===== config.mk =====
export PLATFORM = sky130hd
export DESIGN_NAME = rx_frame_ctrl_flat
export DESIGN_NICKNAME = d
export VERILOG_FILES = /design/src/rtl/rx_frame_pkg.sv /design/src/rtl/rx_frame_ctrl_if.sv /design/src/rtl/crc16_serial.sv /design/src/rtl/rx_frame_ctrl.sv /design/src/flat_wrapper.sv
export SDC_FILE = /design/constraint.sdc
export NUM_CORES = 1
export LEC_CHECK = 0
export ABC_AREA = 1
export CAP_MARGIN = 30
export CORE_ASPECT_RATIO = 1.5
export CORE_MARGIN = 4
export CORE_UTILIZATION = 63
export CTS_BUF_LIST = sky130_fd_sc_hd__clkbuf_16
export DETAILED_ROUTE_END_ITERATION = 12
export GPL_ROUTABILITY_DRIVEN = 0
export HOLD_SLACK_MARGIN = 0.05
export PLACE_DENSITY = 0.84
export SETUP_SLACK_MARGIN = 0.4
export SLEW_MARGIN = 5
export SYNTH_ARGS = -nofsm -noshare
export SYNTH_HDL_FRONTEND = slang
export SYNTH_SLANG_ARGS = --single-unit

===== constraint.sdc =====
create_clock -name i_clk -period 2.4 [get_ports i_clk]
set_input_delay 0.48 -clock i_clk [delete_from_list [all_inputs] [get_ports i_clk]]
set_output_delay 0.48 -clock i_clk [all_outputs]
set_load 0.005 [all_outputs]

===== src/rtl/rx_frame_pkg.sv =====
// Shared types and constants for the 802.15.4 receive-frame sequencer.
package rx_frame_pkg;

    localparam int unsigned PHR_LEN_W   = 7;
    localparam logic [7:0]  SFD_DEFAULT = 8'hA7;
    localparam logic [15:0] FCS_POLY    = 16'h1021;

    typedef enum logic [2:0] {
        ST_HUNT,
        ST_PREAMBLE,
        ST_SFD,
        ST_PHR,
        ST_PAYLOAD
    } rx_state_e;

    // Bit-reverse a 16-bit word; turns the normal polynomial into its LSB-first form.
    function automatic logic [15:0] reflect16(input logic [15:0] v);
        logic [15:0] r;
        for (int i = 0; i < 16; i++) begin
            r[i] = v[15-i];
        end
        return r;
    endfunction

endpackage


===== src/rtl/rx_frame_ctrl_if.sv =====
// CDR/FIFO/CPU-side signal bundle for rx_frame_ctrl; o_fcs_ok exists only with RX_FRAME_CTRL_FCS_EN.
interface rx_frame_ctrl_if;
    import rx_frame_pkg::*;

    logic                 i_enable;
    logic                 i_bit;
    logic                 i_bit_valid;
    logic                 i_fifo_full;
    logic                 o_fifo_wr_en;
    logic                 o_fifo_wr_data;
    logic [PHR_LEN_W-1:0] o_frame_len;
    logic                 o_frame_done;
    logic                 o_busy;
    logic                 o_err_overflow;
    logic                 o_err_timeout;
`ifdef RX_FRAME_CTRL_FCS_EN
    logic                 o_fcs_ok;
`endif

    // Driver side: CDR, FIFO flag and CPU status consumer.
    modport master (
        output i_enable, i_bit, i_bit_valid, i_fifo_full,
`ifdef RX_FRAME_CTRL_FCS_EN
        input  o_fcs_ok,
`endif
        input  o_fifo_wr_en, o_fifo_wr_data, o_frame_len, o_frame_done,
        input  o_busy, o_err_overflow, o_err_timeout
    );

    // Sequencer side.
    modport slave (
        input  i_enable, i_bit, i_bit_valid, i_fifo_full,
`ifdef RX_FRAME_CTRL_FCS_EN
        output o_fcs_ok,
`endif
        output o_fifo_wr_en, o_fifo_wr_data, o_frame_len, o_frame_done,
        output o_busy, o_err_overflow, o_err_timeout
    );

endinterface


===== src/rtl/crc16_serial.sv =====
// Serial CRC-16/ITU-T engine, one bit per enable, LSB-first reflected form.
// Only built when RX_FRAME_CTRL_FCS_EN is defined.
`ifdef RX_FRAME_CTRL_FCS_EN
module crc16_serial
    import rx_frame_pkg::*;
(
    input  logic        clk_i,
    input  logic        rst_i,
    input  logic        clr_i,
    input  logic        en_i,
    input  logic        data_i,
    output logic [15:0] crc_c
);
    localparam logic [15:0] POLY_REFL = reflect16(FCS_POLY);

    logic [15:0] crc_q;
    logic [15:0] crc_d;
    logic        fb;

    // crc_c already includes the bit being accepted this cycle.
    always_comb begin
        fb    = crc_q[0] ^ data_i;
        crc_d = (crc_q >> 1) ^ (fb ? POLY_REFL : 16'h0000);
        crc_c = en_i ? crc_d : crc_q;
    end

    always_ff @(posedge clk_i) begin
        if (rst_i || clr_i) begin
            crc_q <= 16'h0000;
        end else if (en_i) begin
            crc_q <= crc_d;
        end
    end

endmodule
`endif


===== src/rtl/rx_frame_ctrl.sv =====
// 802.15.4 receive sequencer: preamble/SFD hunt, PHR capture, PSDU-only FIFO writes.
// RX_FRAME_CTRL_FCS_EN adds the CRC-16 check and the o_fcs_ok status bit.
module rx_frame_ctrl
    import rx_frame_pkg::*;
#(
    parameter int unsigned PREAMBLE_BITS  = 32,
    parameter logic [7:0]  SFD_PATTERN    = SFD_DEFAULT,
    parameter int unsigned TIMEOUT_CYCLES = 4096,
    parameter int unsigned CNT_W          = 13
) (
    input logic            i_clk,
    input logic            i_rst,
    rx_frame_ctrl_if.slave bus
);
    localparam int unsigned BIT_CNT_W = 10;
    localparam logic [BIT_CNT_W-1:0] PRE_LAST = BIT_CNT_W'(PREAMBLE_BITS - 1);
    localparam logic [BIT_CNT_W-1:0] BYTE_LAST = BIT_CNT_W'(7);
    localparam logic [CNT_W-1:0] TO_LAST = CNT_W'(TIMEOUT_CYCLES - 1);

    rx_state_e            state_q;
    logic [BIT_CNT_W-1:0] cnt_q;
    logic [7:0]           shift_q;
    logic [7:0]           shift_d;
    logic [CNT_W-1:0]     to_q;
    logic [PHR_LEN_W-1:0] len_q;
    logic                 wr_en_q, wr_data_q, done_q, busy_q, ovf_q, to_err_q;
    logic                 wr_c, sfd_hit_c, timer_on_c, to_hit_c;

    // cnt_q is shared: preamble zeros, SFD/PHR bit index (0 in SFD = no '1' seen yet), payload bits left.
    always_comb begin
        shift_d    = {bus.i_bit, shift_q[7:1]};
        wr_c       = bus.i_enable && (state_q == ST_PAYLOAD) && bus.i_bit_valid && !bus.i_fifo_full;
        sfd_hit_c  = bus.i_enable && (state_q == ST_SFD) && bus.i_bit_valid
                     && (cnt_q == BYTE_LAST) && (shift_d == SFD_PATTERN);
        timer_on_c = ((state_q == ST_SFD) && (cnt_q != '0))
                     || (state_q == ST_PHR) || (state_q == ST_PAYLOAD);
        to_hit_c   = timer_on_c && !bus.i_bit_valid && (to_q == TO_LAST);
    end

    always_ff @(posedge i_clk) begin
        if (i_rst) begin
            state_q   <= ST_HUNT;
            cnt_q     <= '0;
            shift_q   <= '0;
            to_q      <= '0;
            len_q     <= '0;
            wr_en_q   <= 1'b0;
            wr_data_q <= 1'b0;
            done_q    <= 1'b0;
            busy_q    <= 1'b0;
            ovf_q     <= 1'b0;
            to_err_q  <= 1'b0;
        end else begin
            wr_en_q  <= 1'b0;
            done_q   <= 1'b0;
            ovf_q    <= 1'b0;
            to_err_q <= 1'b0;
            if (!bus.i_enable) begin
                state_q <= ST_HUNT;
                cnt_q   <= '0;
                shift_q <= '0;
                to_q    <= '0;
                busy_q  <= 1'b0;
            end else begin
                // busy lingers one cycle alongside a done/error pulse, then drops in HUNT.
                busy_q <= (state_q == ST_PHR) || (state_q == ST_PAYLOAD);
                to_q   <= (!timer_on_c || bus.i_bit_valid) ? '0 : to_q + CNT_W'(1);
                if (bus.i_bit_valid) begin
                    case (state_q)
                        ST_HUNT: begin
                            if (!bus.i_bit) begin
                                cnt_q   <= BIT_CNT_W'(1);
                                state_q <= ST_PREAMBLE;
                            end
                        end
                        ST_PREAMBLE: begin
                            if (bus.i_bit) begin
                                cnt_q   <= '0;
                                state_q <= ST_HUNT;
                            end else if (cnt_q == PRE_LAST) begin
                                cnt_q   <= '0;
                                state_q <= ST_SFD;
                            end else begin
                                cnt_q <= cnt_q + BIT_CNT_W'(1);
                            end
                        end
                        ST_SFD: begin
                            shift_q <= shift_d;
                            if ((cnt_q != '0) || bus.i_bit) begin
                                if (cnt_q == BYTE_LAST) begin
                                    cnt_q   <= '0;
                                    state_q <= sfd_hit_c ? ST_PHR : ST_HUNT;
                                    busy_q  <= sfd_hit_c;
                                end else begin
                                    cnt_q <= cnt_q + BIT_CNT_W'(1);
                                end
                            end
                        end
                        ST_PHR: begin
                            shift_q <= shift_d;
                            if (cnt_q == BYTE_LAST) begin
                                if (shift_d[PHR_LEN_W-1:0] == '0) begin
                                    cnt_q   <= '0;
                                    done_q  <= 1'b1;
                                    state_q <= ST_HUNT;
                                end else begin
                                    len_q   <= shift_d[PHR_LEN_W-1:0];
                                    cnt_q   <= {shift_d[PHR_LEN_W-1:0], 3'b000};
                                    state_q <= ST_PAYLOAD;
                                end
                            end else begin
                                cnt_q <= cnt_q + BIT_CNT_W'(1);
                            end
                        end
                        ST_PAYLOAD: begin
                            if (bus.i_fifo_full) begin
                                cnt_q   <= '0;
                                ovf_q   <= 1'b1;
                                state_q <= ST_HUNT;
                            end else begin
                                wr_en_q   <= 1'b1;
                                wr_data_q <= bus.i_bit;
                                cnt_q     <= cnt_q - BIT_CNT_W'(1);
                                if (cnt_q == BIT_CNT_W'(1)) begin
                                    done_q  <= 1'b1;
                                    state_q <= ST_HUNT;
                                end
                            end
                        end
                        default: state_q <= ST_HUNT;
                    endcase
                end
                if (to_hit_c) begin
                    state_q  <= ST_HUNT;
                    cnt_q    <= '0;
                    to_q     <= '0;
                    to_err_q <= 1'b1;
                end
            end
        end
    end

`ifdef RX_FRAME_CTRL_FCS_EN
    logic [15:0] crc_c;
    logic        fcs_ok_q;

    crc16_serial u_crc (
        .clk_i  (i_clk),
        .rst_i  (i_rst),
        .clr_i  (sfd_hit_c),
        .en_i   (wr_c),
        .data_i (bus.i_bit),
        .crc_c  (crc_c)
    );

    // Residue is judged on the final PSDU bit so the flag lines up with o_frame_done.
    always_ff @(posedge i_clk) begin
        if (i_rst) begin
            fcs_ok_q <= 1'b0;
        end else if (sfd_hit_c) begin
            fcs_ok_q <= 1'b0;
        end else if (wr_c && (cnt_q == BIT_CNT_W'(1))) begin
            fcs_ok_q <= (crc_c == 16'h0000);
        end
    end

    assign bus.o_fcs_ok = fcs_ok_q;
`else
    logic unused_wr_c;
    assign unused_wr_c = wr_c;
`endif

    assign bus.o_fifo_wr_en   = wr_en_q;
    assign bus.o_fifo_wr_data = wr_data_q;
    assign bus.o_frame_len    = len_q;
    assign bus.o_frame_done   = done_q;
    assign bus.o_busy         = busy_q;
    assign bus.o_err_overflow = ovf_q;
    assign bus.o_err_timeout  = to_err_q;

endmodule


===== src/flat_wrapper.sv =====
// flat-port wrapper written by rule: the top's interface ports become plain ports
module rx_frame_ctrl_flat import rx_frame_pkg::*;
#(
    parameter int unsigned PREAMBLE_BITS  = 32,
    parameter logic [7:0]  SFD_PATTERN    = SFD_DEFAULT,
    parameter int unsigned TIMEOUT_CYCLES = 4096,
    parameter int unsigned CNT_W          = 13
)
  (i_clk, i_rst, bus_i_enable, bus_i_bit, bus_i_bit_valid, bus_i_fifo_full, bus_o_fifo_wr_en, bus_o_fifo_wr_data, bus_o_frame_len, bus_o_frame_done, bus_o_busy, bus_o_err_overflow, bus_o_err_timeout);
  rx_frame_ctrl_if bus_i ();
  input logic i_clk;
  input logic i_rst;
  input wire logic [$bits(bus_i.i_enable)-1:0] bus_i_enable;
  input wire logic [$bits(bus_i.i_bit)-1:0] bus_i_bit;
  input wire logic [$bits(bus_i.i_bit_valid)-1:0] bus_i_bit_valid;
  input wire logic [$bits(bus_i.i_fifo_full)-1:0] bus_i_fifo_full;
  output wire logic [$bits(bus_i.o_fifo_wr_en)-1:0] bus_o_fifo_wr_en;
  output wire logic [$bits(bus_i.o_fifo_wr_data)-1:0] bus_o_fifo_wr_data;
  output wire logic [$bits(bus_i.o_frame_len)-1:0] bus_o_frame_len;
  output wire logic [$bits(bus_i.o_frame_done)-1:0] bus_o_frame_done;
  output wire logic [$bits(bus_i.o_busy)-1:0] bus_o_busy;
  output wire logic [$bits(bus_i.o_err_overflow)-1:0] bus_o_err_overflow;
  output wire logic [$bits(bus_i.o_err_timeout)-1:0] bus_o_err_timeout;
  assign bus_i.i_enable = bus_i_enable;
  assign bus_i.i_bit = bus_i_bit;
  assign bus_i.i_bit_valid = bus_i_bit_valid;
  assign bus_i.i_fifo_full = bus_i_fifo_full;
  assign bus_o_fifo_wr_en = bus_i.o_fifo_wr_en;
  assign bus_o_fifo_wr_data = bus_i.o_fifo_wr_data;
  assign bus_o_frame_len = bus_i.o_frame_len;
  assign bus_o_frame_done = bus_i.o_frame_done;
  assign bus_o_busy = bus_i.o_busy;
  assign bus_o_err_overflow = bus_i.o_err_overflow;
  assign bus_o_err_timeout = bus_i.o_err_timeout;
  rx_frame_ctrl #(.PREAMBLE_BITS(PREAMBLE_BITS), .SFD_PATTERN(SFD_PATTERN), .TIMEOUT_CYCLES(TIMEOUT_CYCLES), .CNT_W(CNT_W)) u_core (.i_clk(i_clk), .i_rst(i_rst), .bus(bus_i));
endmodule

==> flow_metrics.py <==
metrics = {
    "outcome": {
        "outcome": "complete, no violations",
    },
    "synthesis": {
        "postSynthCellCount": 416,
        "netlist_area_sq_um": 2780,
        "synth_nets": 426,
        "synth_seq_cells": 46,
        "synth-warning-count": 0,
        "seq_area_frac_synth_pct": 33.1,
        "synth_cell_types": 38,
        "synth-async-reset-ratio_pct": 0,
        "synth_edf_count": 0,
        "synth_flop_cell": "dfxtp_1",
        "syn_avg_cell_area_sq_um": 6.68,
    },
    "layout": {
        "final_common_cell": "nand2_1",
        "final_cell_mix": "nand2_1 (98), nor2_1 (58), nand3_1 (48), inv_1 (47), dfxtp_1 (45)",
        "final_nets": 448,
        "final_layout_size_suffix_gt1_share_pct": 14.6,
        "syn_to_final_growth_pct": 14.6,
        "n_antenna_cell": 0,
    },
    "sta": {
        "tightest_slew_ns": 0.466,
        "relSlewSlack_pct": 69.0,
        "finalSetupViolations": 0,
        "skew_ns": 0.00357,
        "hold_viol_final": 0,
        "finalMaxSlewViolations": 0,
        "rsz0062_at_grt": "false",
        "fmax_mhz": 546,
        "tns_ns": 0,
        "fin_crit_sh_pct": 76.3,
        "hold_ws_ns": 0.445,
        "fin_crit_ns": 1.83,
    },
    "global_route": {
        "grt_max_degree": 15,
        "grt_pass1_vias": 2630,
        "grt.overflow.total": 0,
        "grt_pass1_wl_mm": 11.1,
        "grt_antenna_before_repair": 0,
        "track_usage_pct": 24.5,
    },
    "route": {
        "drc": 0,
        "num_vias": 2723,
        "drtIter0Drc": 133,
        "routed_wl_mm": 6.44,
        "routedWlPerCell_um": 13.3,
        "drtAntennaViolNets": 0,
        "routed_via_density": 5.63,
        "drt_pass1_iterations": 5,
    },
    "setup_path": {
        "worst_setup_path_end_kind": "flop",
        "path_class": "reg -> reg",
        "cp-start-kind": "flop",
        "critPathArrivalTime_ns": 2.01,
        "crit_required_ns": 2.58,
        "crit_fanout": 10,
    },
    "die": {
        "rows": 29,
        "fp.dieW_um": 62.2,
        "coreArea_sq_um": 4250,
        "dieHeight_um": 89.3,
        "pin_count": 19,
        "fp.dieArea_sq_um": 5560,
        "start_util_pct": 65.5,
    },
    "placed_design": {
        "io_buffers": 18,
        "dp_hpwl_mm": 4.88,
    },
    "clocking": {
        "cts_max_level": 2,
        "cts_buffer_depth": 2,
        "cts.sinks": 46,
        "clock-root-buffer": "clkbuf_16",
        "clock_latency_ns": 0.29,
        "hold_buffers": 0,
        "path_clk_slew_ns": 0.06,
        "cts_tree": "built",
        "numCtsBuffers": 5,
    },
    "power": {
        "leakage_nw": 1.34,
        "p_per_area_nw_per_um2": 527,
        "ir_drop_mv": 0.622,
    },
    "job": {
        "drv_cap": 0,
    },
    "min_path": {
        "hp-class": "reg -> reg",
    },
}
## where the power goes
group / switching (mW) / internal, mW
sequential: 0.00906 / 0.770
clock: 0.267 / 0.481
combinational: 0.101 / 0.0513
## worst paths after layout
| kind | from | endpoint | slack, ns | cells after the start |
|---|---|---|---|---|
| max | u_core.cnt_q[0] | u_core.state_q[0] | 0.57 | 12 |
| min reg2reg | u_core.to_q[0] | u_core.to_q[0] | 0.45 | 1 |
| max reg2reg | u_core.cnt_q[0] | u_core.state_q[0] | 0.57 | 12 |
| min | u_core.to_q[0] | u_core.to_q[0] | 0.45 | 1 |
## registers in the layout, indices dropped and copies added (netlist names)
register,count
u_core.bus.o_busy,1
u_core.bus.o_fifo_wr_data,1
u_core.bus.o_frame_len,7
u_core.to_q,13
u_core.cnt_q,10
u_core.bus.o_fifo_wr_en,1
u_core.bus.o_err_timeout,1
u_core.bus.o_err_overflow,1
u_core.bus.o_frame_done,1
u_core.state_q,3
u_core.shift_q,7
## critical path, stage by stage, from the launching register on
cell and delay (ns):
dfxtp_2 0.36, inv_1 0.10, ha_1 0.22, nand2_1 0.16, nor2_4 0.08, nand2_1 0.08, nand2_1 0.09, a21oi_4 0.22
nand2_2 0.12, nand2_8 0.13, inv_2 0.07, nand2_1 0.07, nor2_1 0.04
## layout make-up
cell class / instances / area (sq um)
tap: 46 / 57.6
clock inverter: 2 / 33.8
clock buffer: 5 / 125
fill: 339 / 1060
inverter: 57 / 215
sequential: 46 / 922
multi-input combinational: 306 / 1620
timing repair buffer: 22 / 210
## cell families after synthesis
logic type / after synthesis / synth area share (%)
and+or+nand+nor: 245 / 41.8
buffers and inverters: 64 / 9.81
AOI/OAI and AO/OA: 50 / 11.3
DFF: 46 / 33.1
xor gates and xnor gates: 7 / 2.21
adders and majority gates: 4 / 1.80
## per-layer routing
layer | global-route usage [%] | routed length [um] | vias to the layer above
met5 | 0 | 0 | -
met4 | 18.1 | 458 | 0
met3 | 5.28 | 290 | 45
met2 | 45.1 | 3330 | 90
met1 | 23.9 | 2360 | 1218
li1 | - | - | 1370
## through the flow
| stage | std cells | cell area (sq um) | total power, mW | setup WS (ns) | util (%) |
|---|---|---|---|---|---|
| floorplan | 416 | 2780 | 0.901 | 0.825 | - |
| global placement | 476 | 2980 | 0.935 | 0.444 | 70.2 |
| detailed placement | 476 | 2980 | 0.938 | 0.412 | 70.2 |
| CTS | 483 | 3140 | 1.68 | 0.443 | 74.0 |
| global route | 484 | 3190 | 1.74 | 0.435 | 75.0 |
| finish | 484 | 3190 | 1.68 | 0.569 | 75.0 |
## synthesized netlist by cell type (2+ instances only)
library cell  instances  share of area (%)
nand3_1              48                8.6
buf_4                 2               0.54
inv_2                 9                1.2
buf_6                 3                1.2
o21ai_0              20                3.6
nand2_1              98                 13
inv_1                47                6.3
xnor2_1               2               0.63
nor4_1                2               0.45
a31oi_1               2               0.45
xor2_1                5                1.6
dfxtp_1              46                 33
a21oi_2              12                3.8
a21oi_1              11                2.0
nor2_4                3                1.2
a21o_1                2               0.54
nor2_1               59                8.0
ha_1                  4                1.8
nand4_1               2               0.45
nand2_4               2               0.81
nand4_2               2               0.90
nor2_2                6                1.4
nor3_2                4                1.4
nor3_1                4               0.72
nand2_2               8                1.8
## what timing repair did
action	CTS	global route
endpoints found under the setup margin	0	22
gates resized for setup	0	8
buffers inserted	0	1
Note: power is estimated with default switching activity, not from simulation.
